### src/rtl/blr_gain_nch.sv
// blr_gain_nch: per-event baseline restore and gain stage.
//   For each event it reads 2^L pre-trigger samples per channel from the circular buffer,
//   averages them into a baseline, then streams (din - baseline) * gain, saturated to ADC_W
//   bits, towards the fast FIFO.
// Ports:
//   clk, rst        clock, synchronous active-high reset
//   RUN, event_rdy  acquisition enable (sampled in IDLE) and event-present level
//   cal_flag        calibration event: no clr_fast_fifo, no wr
//   skip_BLR        force baseline to 0
//   bl_len_log2     baseline length log2, clamped to BL_MAX_LOG2
//   gain            per-channel unsigned fixed-point gain, ch0 in LSBs
//   din             circular buffer data, valid the cycle after rd
//   rd, wr          circular buffer read strobe, fast FIFO write strobe
//   data_BL_valid   din is being accumulated into the baseline this cycle
//   data_valid      dout holds a restored sample
//   busy            event in progress
//   clr_fast_fifo   one-cycle fast FIFO clear at event start
//   bl_out, dout    baseline in use, restored output data
//   sat_flag        sticky per-channel saturation, cleared at event start
module blr_gain_nch #(
   parameter int unsigned NCH         = 4,
   parameter int unsigned ADC_W       = 16,
   parameter int unsigned GAIN_W      = 16,
   parameter int unsigned GAIN_FRAC   = 12,
   parameter int unsigned BL_MAX_LOG2 = 10
) (
   input  logic                   clk,
   input  logic                   rst,
   input  logic                   RUN,
   input  logic                   event_rdy,
   input  logic                   cal_flag,
   input  logic                   skip_BLR,
   input  logic [3:0]             bl_len_log2,
   input  logic [NCH*GAIN_W-1:0]  gain,
   input  logic [NCH*ADC_W-1:0]   din,
   output logic                   rd,
   output logic                   wr,
   output logic                   data_BL_valid,
   output logic                   data_valid,
   output logic                   busy,
   output logic                   clr_fast_fifo,
   output logic [NCH*ADC_W-1:0]   bl_out,
   output logic [NCH*ADC_W-1:0]   dout,
   output logic [NCH-1:0]         sat_flag
);

   localparam int unsigned AccW  = ADC_W + BL_MAX_LOG2;
   localparam int unsigned CntW  = BL_MAX_LOG2 + 1;
   localparam int unsigned DiffW = ADC_W + 1;
   localparam int unsigned ProdW = DiffW + GAIN_W + 1;
   localparam logic signed [ProdW-1:0] SatMax = ProdW'(2**(ADC_W-1) - 1);
   localparam logic signed [ProdW-1:0] SatMin = ~SatMax;

   typedef enum logic [2:0] {StIdle, StClr, StAcc, StDiv, StStream, StDrain} state_e;

   state_e                  state_q;
   logic [3:0]              len_q;
   logic [CntW-1:0]         rd_cnt_q;
   logic [CntW-1:0]         smp_cnt_q;
   logic                    rd_d1_q;
   logic                    s1_v_q;
   logic signed [AccW-1:0]  acc_q  [NCH];
   logic [GAIN_W-1:0]       gain_q [NCH];
   logic signed [DiffW-1:0] diff_q [NCH];

   logic [3:0]              len_clamp;
   logic [CntW-1:0]         n_smp;
   logic signed [ADC_W-1:0] din_s    [NCH];
   logic signed [ADC_W-1:0] bl_s     [NCH];
   logic signed [AccW-1:0]  acc_nxt  [NCH];
   logic signed [ADC_W-1:0] bl_calc  [NCH];
   logic signed [DiffW-1:0] diff_nxt [NCH];
   logic signed [ProdW-1:0] prod     [NCH];
   logic signed [ProdW-1:0] prod_sh  [NCH];
   logic signed [ADC_W-1:0] res      [NCH];
   logic [NCH-1:0]          sat;

   assign len_clamp = (bl_len_log2 > 4'(BL_MAX_LOG2)) ? 4'(BL_MAX_LOG2) : bl_len_log2;
   assign n_smp     = CntW'(1) << len_q;

   always_comb begin
      sat = '0;
      for (int c = 0; c < NCH; c++) begin
         din_s[c]    = din[c*ADC_W +: ADC_W];
         bl_s[c]     = bl_out[c*ADC_W +: ADC_W];
         acc_nxt[c]  = acc_q[c] + {{BL_MAX_LOG2{din_s[c][ADC_W-1]}}, din_s[c]};
         // Arithmetic shift floors the mean; it always fits back into ADC_W bits.
         bl_calc[c]  = skip_BLR ? '0 : ADC_W'(acc_q[c] >>> len_q);
         diff_nxt[c] = {din_s[c][ADC_W-1], din_s[c]} - {bl_s[c][ADC_W-1], bl_s[c]};
         // Both operands widened to ProdW so the truncated product is exact.
         prod[c]     = {{(ProdW-DiffW){diff_q[c][DiffW-1]}}, diff_q[c]}
                       * {{(ProdW-GAIN_W){1'b0}}, gain_q[c]};
         prod_sh[c]  = prod[c] >>> GAIN_FRAC;
         if (prod_sh[c] > SatMax) begin
            res[c] = SatMax[ADC_W-1:0];
            sat[c] = 1'b1;
         end else if (prod_sh[c] < SatMin) begin
            res[c] = SatMin[ADC_W-1:0];
            sat[c] = 1'b1;
         end else begin
            res[c] = prod_sh[c][ADC_W-1:0];
         end
      end
   end

   always_ff @(posedge clk) begin
      if (rst) begin
         state_q       <= StIdle;
         len_q         <= '0;
         rd_cnt_q      <= '0;
         smp_cnt_q     <= '0;
         rd_d1_q       <= 1'b0;
         s1_v_q        <= 1'b0;
         rd            <= 1'b0;
         wr            <= 1'b0;
         data_BL_valid <= 1'b0;
         data_valid    <= 1'b0;
         busy          <= 1'b0;
         clr_fast_fifo <= 1'b0;
         bl_out        <= '0;
         dout          <= '0;
         sat_flag      <= '0;
         for (int c = 0; c < NCH; c++) begin
            acc_q[c]  <= '0;
            gain_q[c] <= '0;
            diff_q[c] <= '0;
         end
      end else begin
         clr_fast_fifo <= 1'b0;
         case (state_q)
            StIdle: begin
               rd            <= 1'b0;
               wr            <= 1'b0;
               data_valid    <= 1'b0;
               data_BL_valid <= 1'b0;
               rd_d1_q       <= 1'b0;
               s1_v_q        <= 1'b0;
               if (event_rdy && RUN) begin
                  busy    <= 1'b1;
                  state_q <= StClr;
               end
            end
            StClr, StAcc, StDiv: begin
               if (!event_rdy) begin
                  // Event withdrawn before streaming: abort without any output.
                  rd            <= 1'b0;
                  data_BL_valid <= 1'b0;
                  busy          <= 1'b0;
                  rd_d1_q       <= 1'b0;
                  state_q       <= StIdle;
               end else if (state_q == StClr) begin
                  clr_fast_fifo <= ~cal_flag;
                  sat_flag      <= '0;
                  rd_cnt_q      <= '0;
                  smp_cnt_q     <= '0;
                  len_q         <= len_clamp;
                  rd            <= 1'b1;
                  for (int c = 0; c < NCH; c++) acc_q[c] <= '0;
                  state_q       <= StAcc;
               end else if (state_q == StAcc) begin
                  rd_d1_q       <= rd;
                  data_BL_valid <= rd;
                  if (rd) begin
                     rd_cnt_q <= rd_cnt_q + CntW'(1);
                     if (rd_cnt_q == n_smp - CntW'(1)) rd <= 1'b0;
                  end
                  if (rd_d1_q) begin
                     for (int c = 0; c < NCH; c++) acc_q[c] <= acc_nxt[c];
                     smp_cnt_q <= smp_cnt_q + CntW'(1);
                     if (smp_cnt_q == n_smp - CntW'(1)) state_q <= StDiv;
                  end
               end else begin
                  for (int c = 0; c < NCH; c++) begin
                     bl_out[c*ADC_W +: ADC_W] <= bl_calc[c];
                     gain_q[c] <= gain[c*GAIN_W +: GAIN_W];
                  end
                  data_BL_valid <= 1'b0;
                  rd_d1_q       <= 1'b0;
                  rd            <= 1'b1;
                  state_q       <= StStream;
               end
            end
            StStream, StDrain: begin
               rd_d1_q <= rd;
               s1_v_q  <= rd_d1_q;
               if (rd_d1_q) begin
                  for (int c = 0; c < NCH; c++) diff_q[c] <= diff_nxt[c];
               end
               if (s1_v_q) begin
                  for (int c = 0; c < NCH; c++) begin
                     dout[c*ADC_W +: ADC_W] <= res[c];
                     if (sat[c]) sat_flag[c] <= 1'b1;
                  end
               end
               data_valid <= s1_v_q;
               wr         <= s1_v_q & ~cal_flag;
               if (state_q == StStream) begin
                  if (!event_rdy) begin
                     rd      <= 1'b0;
                     state_q <= StDrain;
                  end
               end else if (!rd_d1_q && !s1_v_q) begin
                  // Pipeline empty: the last sample is on dout this cycle.
                  data_valid <= 1'b0;
                  wr         <= 1'b0;
                  busy       <= 1'b0;
                  state_q    <= StIdle;
               end
            end
            default: state_q <= StIdle;
         endcase
      end
   end

endmodule

### config.mk
export PLATFORM = sky130hd
export DESIGN_NAME = blr_gain_nch
export DESIGN_NICKNAME = d
export VERILOG_FILES = /design/src/rtl/blr_gain_nch.sv
export SDC_FILE = /design/constraint.sdc
export NUM_CORES = 2
export LEC_CHECK = 0
export ABC_AREA = 1
export CORE_MARGIN = 2
export CORE_UTILIZATION = 55
export CTS_CLUSTER_DIAMETER = 30
export DETAILED_ROUTE_END_ITERATION = 16
export PLACE_DENSITY = 0.82
export SETUP_SLACK_MARGIN = 0.15
export SYNTH_ARGS = -nofsm -noshare
export SYNTH_HDL_FRONTEND = slang
export SYNTH_SLANG_ARGS = --single-unit
### constraint.sdc
create_clock -name clk -period 7.75 [get_ports clk]
set_clock_uncertainty 0.05 [all_clocks]
set_input_delay 1.55 -clock clk [delete_from_list [all_inputs] [get_ports clk]]
set_output_delay 1.55 -clock clk [all_outputs]
set_load 0.05 [all_outputs]
==> Word-level counts from Yosys, hierarchy flattened <==
Memory sizes are Yosys's and may differ from the RTL's.
Index checks and enable logic that the tools add are counted.
{ "classes": {"div_mod_pow": 0, "n_addsub": 11, "order_cmp": 9, "eq_ne": 25, "bitwise_logic": 22, "reduce_logical": 29, "n_shift": 5, "muxes": 108, "multipliers": 4} }
{ "op_table": {"columns": ["operator", "n"], "rows": [
  ["two-way mux 16 bit", 16],
  ["two-way mux 26 bit", 8],
  ["multiplier 17 x 17 -> 34 bit", 4],
  ["adder 26 bit", 4],
  [">>> shifter 26 x 4 -> 16 bit", 4],
  ["greater-than comparator 22 x 16 -> 1 bit (second input constant)", 4],
  ["less-than comparator 22 x 16 -> 1 bit (second input constant)", 4],
  ["two-way mux 17 bit", 4],
  ["subtractor 16 x 16 -> 17 bit", 4],
  ["two-way mux 11 bit", 6],
  ["two-way mux 1 bit", 52],
  ["AND reduction 5 bit", 6],
  ["two-way mux 3 bit", 9],
  ["!= test 2 bit (second input constant)", 13],
  ["adder 11 x 1 -> 11 bit (second input constant)", 2],
  ["== test 11 bit", 2],
  ["two-way mux 4 bit", 4],
  ["OR 1 bit", 16],
  ["AND reduction 4 bit", 3],
  ["nonzero test 2 bit", 6],
  ["left shift 1 x 4 -> 11 bit (first input constant)", 1],
  ["subtractor 11 x 1 -> 11 bit (second input constant)", 1],
  ["!= test 5 bit (second input constant)", 2],
  ["!= test 3 bit (second input constant)", 3],
  ["other kinds (19)", 35]
]} }
{ "word_totals": {"memories": 3, "output_inout_bits": 138, "ff_bits": 169, "mem_bits_ro": 0, "latch_bits": 0, "ram_bits": 236} }
{ "memory_table": {"columns": ["memory", "words", "word_bits", "rd", "rd_ports_with_merged_regs", "wr", "line_no", "rtl"], "rows": [
  ["acc_q", 4, 26, 4, 0, 4, "62", "logic signed [AccW-1:0] acc_q [NCH];"],
  ["diff_q", 4, 17, 4, 0, 4, "64", "logic signed [DiffW-1:0] diff_q [NCH];"],
  ["gain_q", 4, 16, 4, 0, 4, "63", "logic [GAIN_W-1:0] gain_q [NCH];"]
]} }

==> Depth between registers and ports, before layout <==
{ "depth": {"ltp_word": 9, "mapped_depth": 36, "mapped_depth_nobuf": 34} }

==> Worst setup path before layout <==
OpenSTA, ideal clock, no wires.
{ "synth_timing": {"kind": "reg2reg", "start": "memory diff_q[0][16] in the netlist's numbering", "end": "register dout[10]", "path_slack_ps": 1428, "path_buffers": 3, "t_required_ps": 7591, "arrival_ps": 6163, "setup_ps": 109, "stages_incl_launch_ff": 31, "cell_sequence": "edfxtp_1 clkbuf_1 clkbuf_1 nand2_1 fa_1 fa_1 inv_1 fa_1 fa_1 fa_1 inv_1 fa_1 inv_1 ha_1 nand2_1 inv_1 nand2_1 nand3_1 nand2_1 nand2_1 nor2_1 nand3_1 nand2_1 nand2_1 nor2_2 nand4_2 a21oi_4 buf_6 o21ai_2 nand2_1 inv_1"} }
{ "synth_rtl": {"columns": ["item", "line_no", "rtl"], "rows": [
  ["start: declaration", "64", null],
  ["end signal: indexed assignment", "191", "dout[c*ADC_W +: ADC_W] <= res[c];"],
  ["end: declaration", "43", "output logic [NCH*ADC_W-1:0] dout,"]
]} }

==> impl_metrics.csv <==
group,metric,value,unit
status,outcome,"complete, no violations",
global_route,gr-usage-met2,0.512,
global_route,grt_max_degree,104,
global_route,met1_usage,0.416,
sta,min_period,7.02,ns
cells_and_area,layout-drive-gt1-share,0.0371,
placement,detailedPlace.worstSlack,0.650,ns
floorplanning,initial_core_util,0.555,
worst_setup_path,cp-endpoint,"dout[38]",
worst_setup_path,r2r_end,"dout[38]",
yosys,synthDistinctLibCells,68,
global_route,busiest_layer,"met2",
worst_setup_path,setup.worst_path.class,"reg -> reg",
worst_setup_path,reg2reg_depth,22,
routing,wirelength,209000,µm
floorplanning,dieArea,132000,µm²
routing,drc,0,
routing,drt_pass1_iterations,7,
global_route,grt_pass1_wl,335000,µm
floorplanning,fp.dieH,363,µm
yosys,ys_ff_latch,405,
run,cap_viol_max_count,0,
sta,hold_viol_final,0,
clock_network,clk_pin_slew,0.05,ns
sta,setup_tns,0,ns
cells_and_area,area_delta_synth_final,10.9,%
worst_setup_path,r2r_start,"gain_q[2][2]",
clock_network,cts_root_buffer,"clkbuf_16",
yosys,syn_avg_cell_area,7.45,µm²
sta,layout_setup_ws,0.731,ns
floorplanning,die_w,363,µm
clock_network,clock_path_buffers,3,
global_route,grt_use_total,0.323,
sta,maxSlewViolCount,0,
sta,rsz0062_at_grt,"false",
sta,tightest_slew,1.27,ns
clock_network,holdBufCountCts,0,
worst_setup_path,critPathLaunchType,"flip-flop",
sta,hold_slack,0.402,ns
clock_network,htreeDepth,3,
sta,finalSetupViolCount,0,
clock_network,cts_tree,"yes",
floorplanning,core.rowCount,131,
routing,vias,61500,
worst_setup_path,end_kind,"flip-flop",
floorplanning,core,128000,µm²
routing,drt-wirelength-per-cell,18.5,µm
worst_setup_path,rrSetupSlack,0.73,ns
min_path,hp-class,"reg -> reg",
yosys,synth.cell_area,70700,µm²
clock_network,cts_buffers,112,
yosys,seq_area_frac_synth,0.144,
global_route,grt_use_met3,0.0839,
floorplanning,io-pin-count,276,
worst_setup_path,crit_arrival,7.55,ns
global_route,grt_overflow,0,
yosys,yosys_warnings,0,
yosys,synthCells,9490,
routing,drtIter0Drc,5696,
worst_setup_path,worstPathRequired,8.28,ns
routing,viasPerCell,5.44,
yosys,synth_nets,11300,
cells_and_area,fillers,10900,
cells_and_area,fin_nets,11300,
placement,gp_congestion,1.00,
clock_network,insertion_delay,0.72,ns
sta,slew_headroom,0.148,
sta,fin_crit_sh,0.906,
sta,fmax,142,MHz
global_route,grt_pass1_vias,63900,
routing,ant_nets,0,
clock_network,cts.sinks,405,
global_route,antenna_found_initial,21,
placement,io_buffers,275,
worst_setup_path,worst-path-max-fanout,17,
worst_setup_path,worstSetupStartpoint,"gain_q[2][2]",
placement,post-dp-hpwl,167000,µm
-- cell usage after synthesis, drive strengths merged --
master            n  area [µm²]
nand3b            9        67.6
nor3             38         215
clkinv            2        7.51
a21boi           15         113
inv            2469        9270
o2111ai           1        8.76
xnor2            50         445
o21a             41         308
a211oi            5        37.5
a32oi             1        8.76
nor2            426        1670
o22ai            62         388
fa             1116       22300
a21o             17         128
nor4             15         100
buf              50         268
or2              26         163
nand4            21         138
nand2          2439        9190
o211ai           10        75.1
edfxtp          210        6310
a21oi           550        2810
clkdlybuf4s50     1        11.3
o32ai             3        26.3
a32o              1        10.0
o31ai             7        52.6
ha              507        6340
nand3           201        1020
and3              8        50.1
nor3b             4        35.0
a221oi           13         120
a31o              2        17.5
clkbuf          341        1300
a22oi            10        75.1
mux2i            20         200
a2111oi           1        8.76
o21ai           461        2350
dfxtp           195        3900
o21bai           29         218
and2              6        37.5
xor2             76         673
o221ai            8        70.1
o41ai             1        16.3
a31oi            22         138
-- layout make-up --
cell class / instances / area [µm²] / share of cell area
clock inverters: 79 / 972 / 0.0124
flip-flops and latches: 405 / 10200 / 0.130
multi-input cells: 6222 / 49700 / 0.633
repair buffers: 326 / 3150 / 0.0401
clock buffers: 134 / 3070 / 0.0391
diodes: 4 / 10.0 / 0.000128
well taps: 1662 / 2080 / 0.0265
inverters: 2471 / 9280 / 0.118
-- per-layer routing --
metal / part of all wire / wire, µm / up-vias
met4: 0.046 / 9620 / 36
met3: 0.10 / 21900 / 594
met1: 0.40 / 83600 / 29500
met5: 0.0011 / 240 / -
met2: 0.45 / 94000 / 2876
li1: - / - / 28500
-- placed cells by master, fill, tap and decap left out, types with 17 or more instances in the layout --
cell type,instances
fa_1,1116
dfxtp_1,192
o21bai_1,29
o22ai_1,62
mux2i_1,20
ha_1,507
nand4_1,20
clkdlybuf4s50_1,275
nand2_1,2423
o21a_1,41
xor2_1,75
nor3_1,33
buf_4,50
nand3_1,199
clkinv_2,17
inv_1,2458
clkbuf_16,116
edfxtp_1,210
a31oi_1,22
a21o_1,17
a21oi_1,544
o21ai_0,437
or2_2,24
xnor2_1,49
nor2_1,404
-- stage by stage --
step / area, µm² / utilization / std cells
2_1_floorplan: 70700 / - / 9490
3_3_place_gp: 74400 / 0.583 / 11100
3_5_place_dp: 74400 / 0.583 / 11100
4_1_cts: 78400 / 0.615 / 11300
5_1_grt: 78500 / 0.615 / 11300
6_report: 78500 / 0.615 / 11300
-- how the worst min path moves through the flow --
stage | cells past startpoint | startpoint | slack (ns) | to
floorplan | 1 | rd_cnt_q[10] | 0.39 | rd_cnt_q[10]
global placement | 2 | sat_flag[0] | 0.39 | sat_flag[0]
detailed placement | 2 | sat_flag[2] | 0.40 | sat_flag[2]
CTS | 2 | sat_flag[2] | 0.41 | sat_flag[2]
global route | 2 | sat_flag[0] | 0.43 | sat_flag[0]
finish | 2 | sat_flag[2] | 0.40 | sat_flag[2]
-- logic make-up after synthesis --
logic type	Yosys count	synth area share
AO/OA/AOI/OAI	1260	0.0987
buffers and inverters	2863	0.153
XOR/XNOR	126	0.0158
AND/OR/NAND/NOR	3193	0.179
adder cells (fa/ha/maj)	1623	0.405
flip-flops	405	0.144
multiplexers	20	0.00283
-- timing repair --
action	CTS	global route
setup buffers	0	5
setup endpoints to repair	0	6
gates resized for setup	0	0
-- worst max-delay path, cell delays in order (launching register included) --
cell and delay (ns):
edfxtp_1 0.78, nand2_1 0.28, fa_1 0.77, fa_1 0.53, inv_1 0.33, fa_1 0.51
fa_1 0.51, fa_1 0.49, inv_1 0.05, fa_1 0.48, inv_1 0.04, ha_1 0.37
nand2_1 0.12, nor2_1 0.20, nand2_1 0.11, nor4_1 0.19, nand2_1 0.14, nand3_1 0.10
nand2_1 0.08, nor2_1 0.11, nand3_1 0.14, a21oi_4 0.39, a21oi_1 0.13
-- registers in the layout (all words and copies together) (netlist names), 3 cells and up --
name	cells
acc_q	104
diff_q	68
bl_out	64
dout	64
gain_q	64
rd_cnt_q	11
smp_cnt_q	11
len_q	4
sat_flag	4
state_q	3
Power is not shown: default switching activity piles up to over one toggle a cycle in this logic, so the estimate is an artifact.
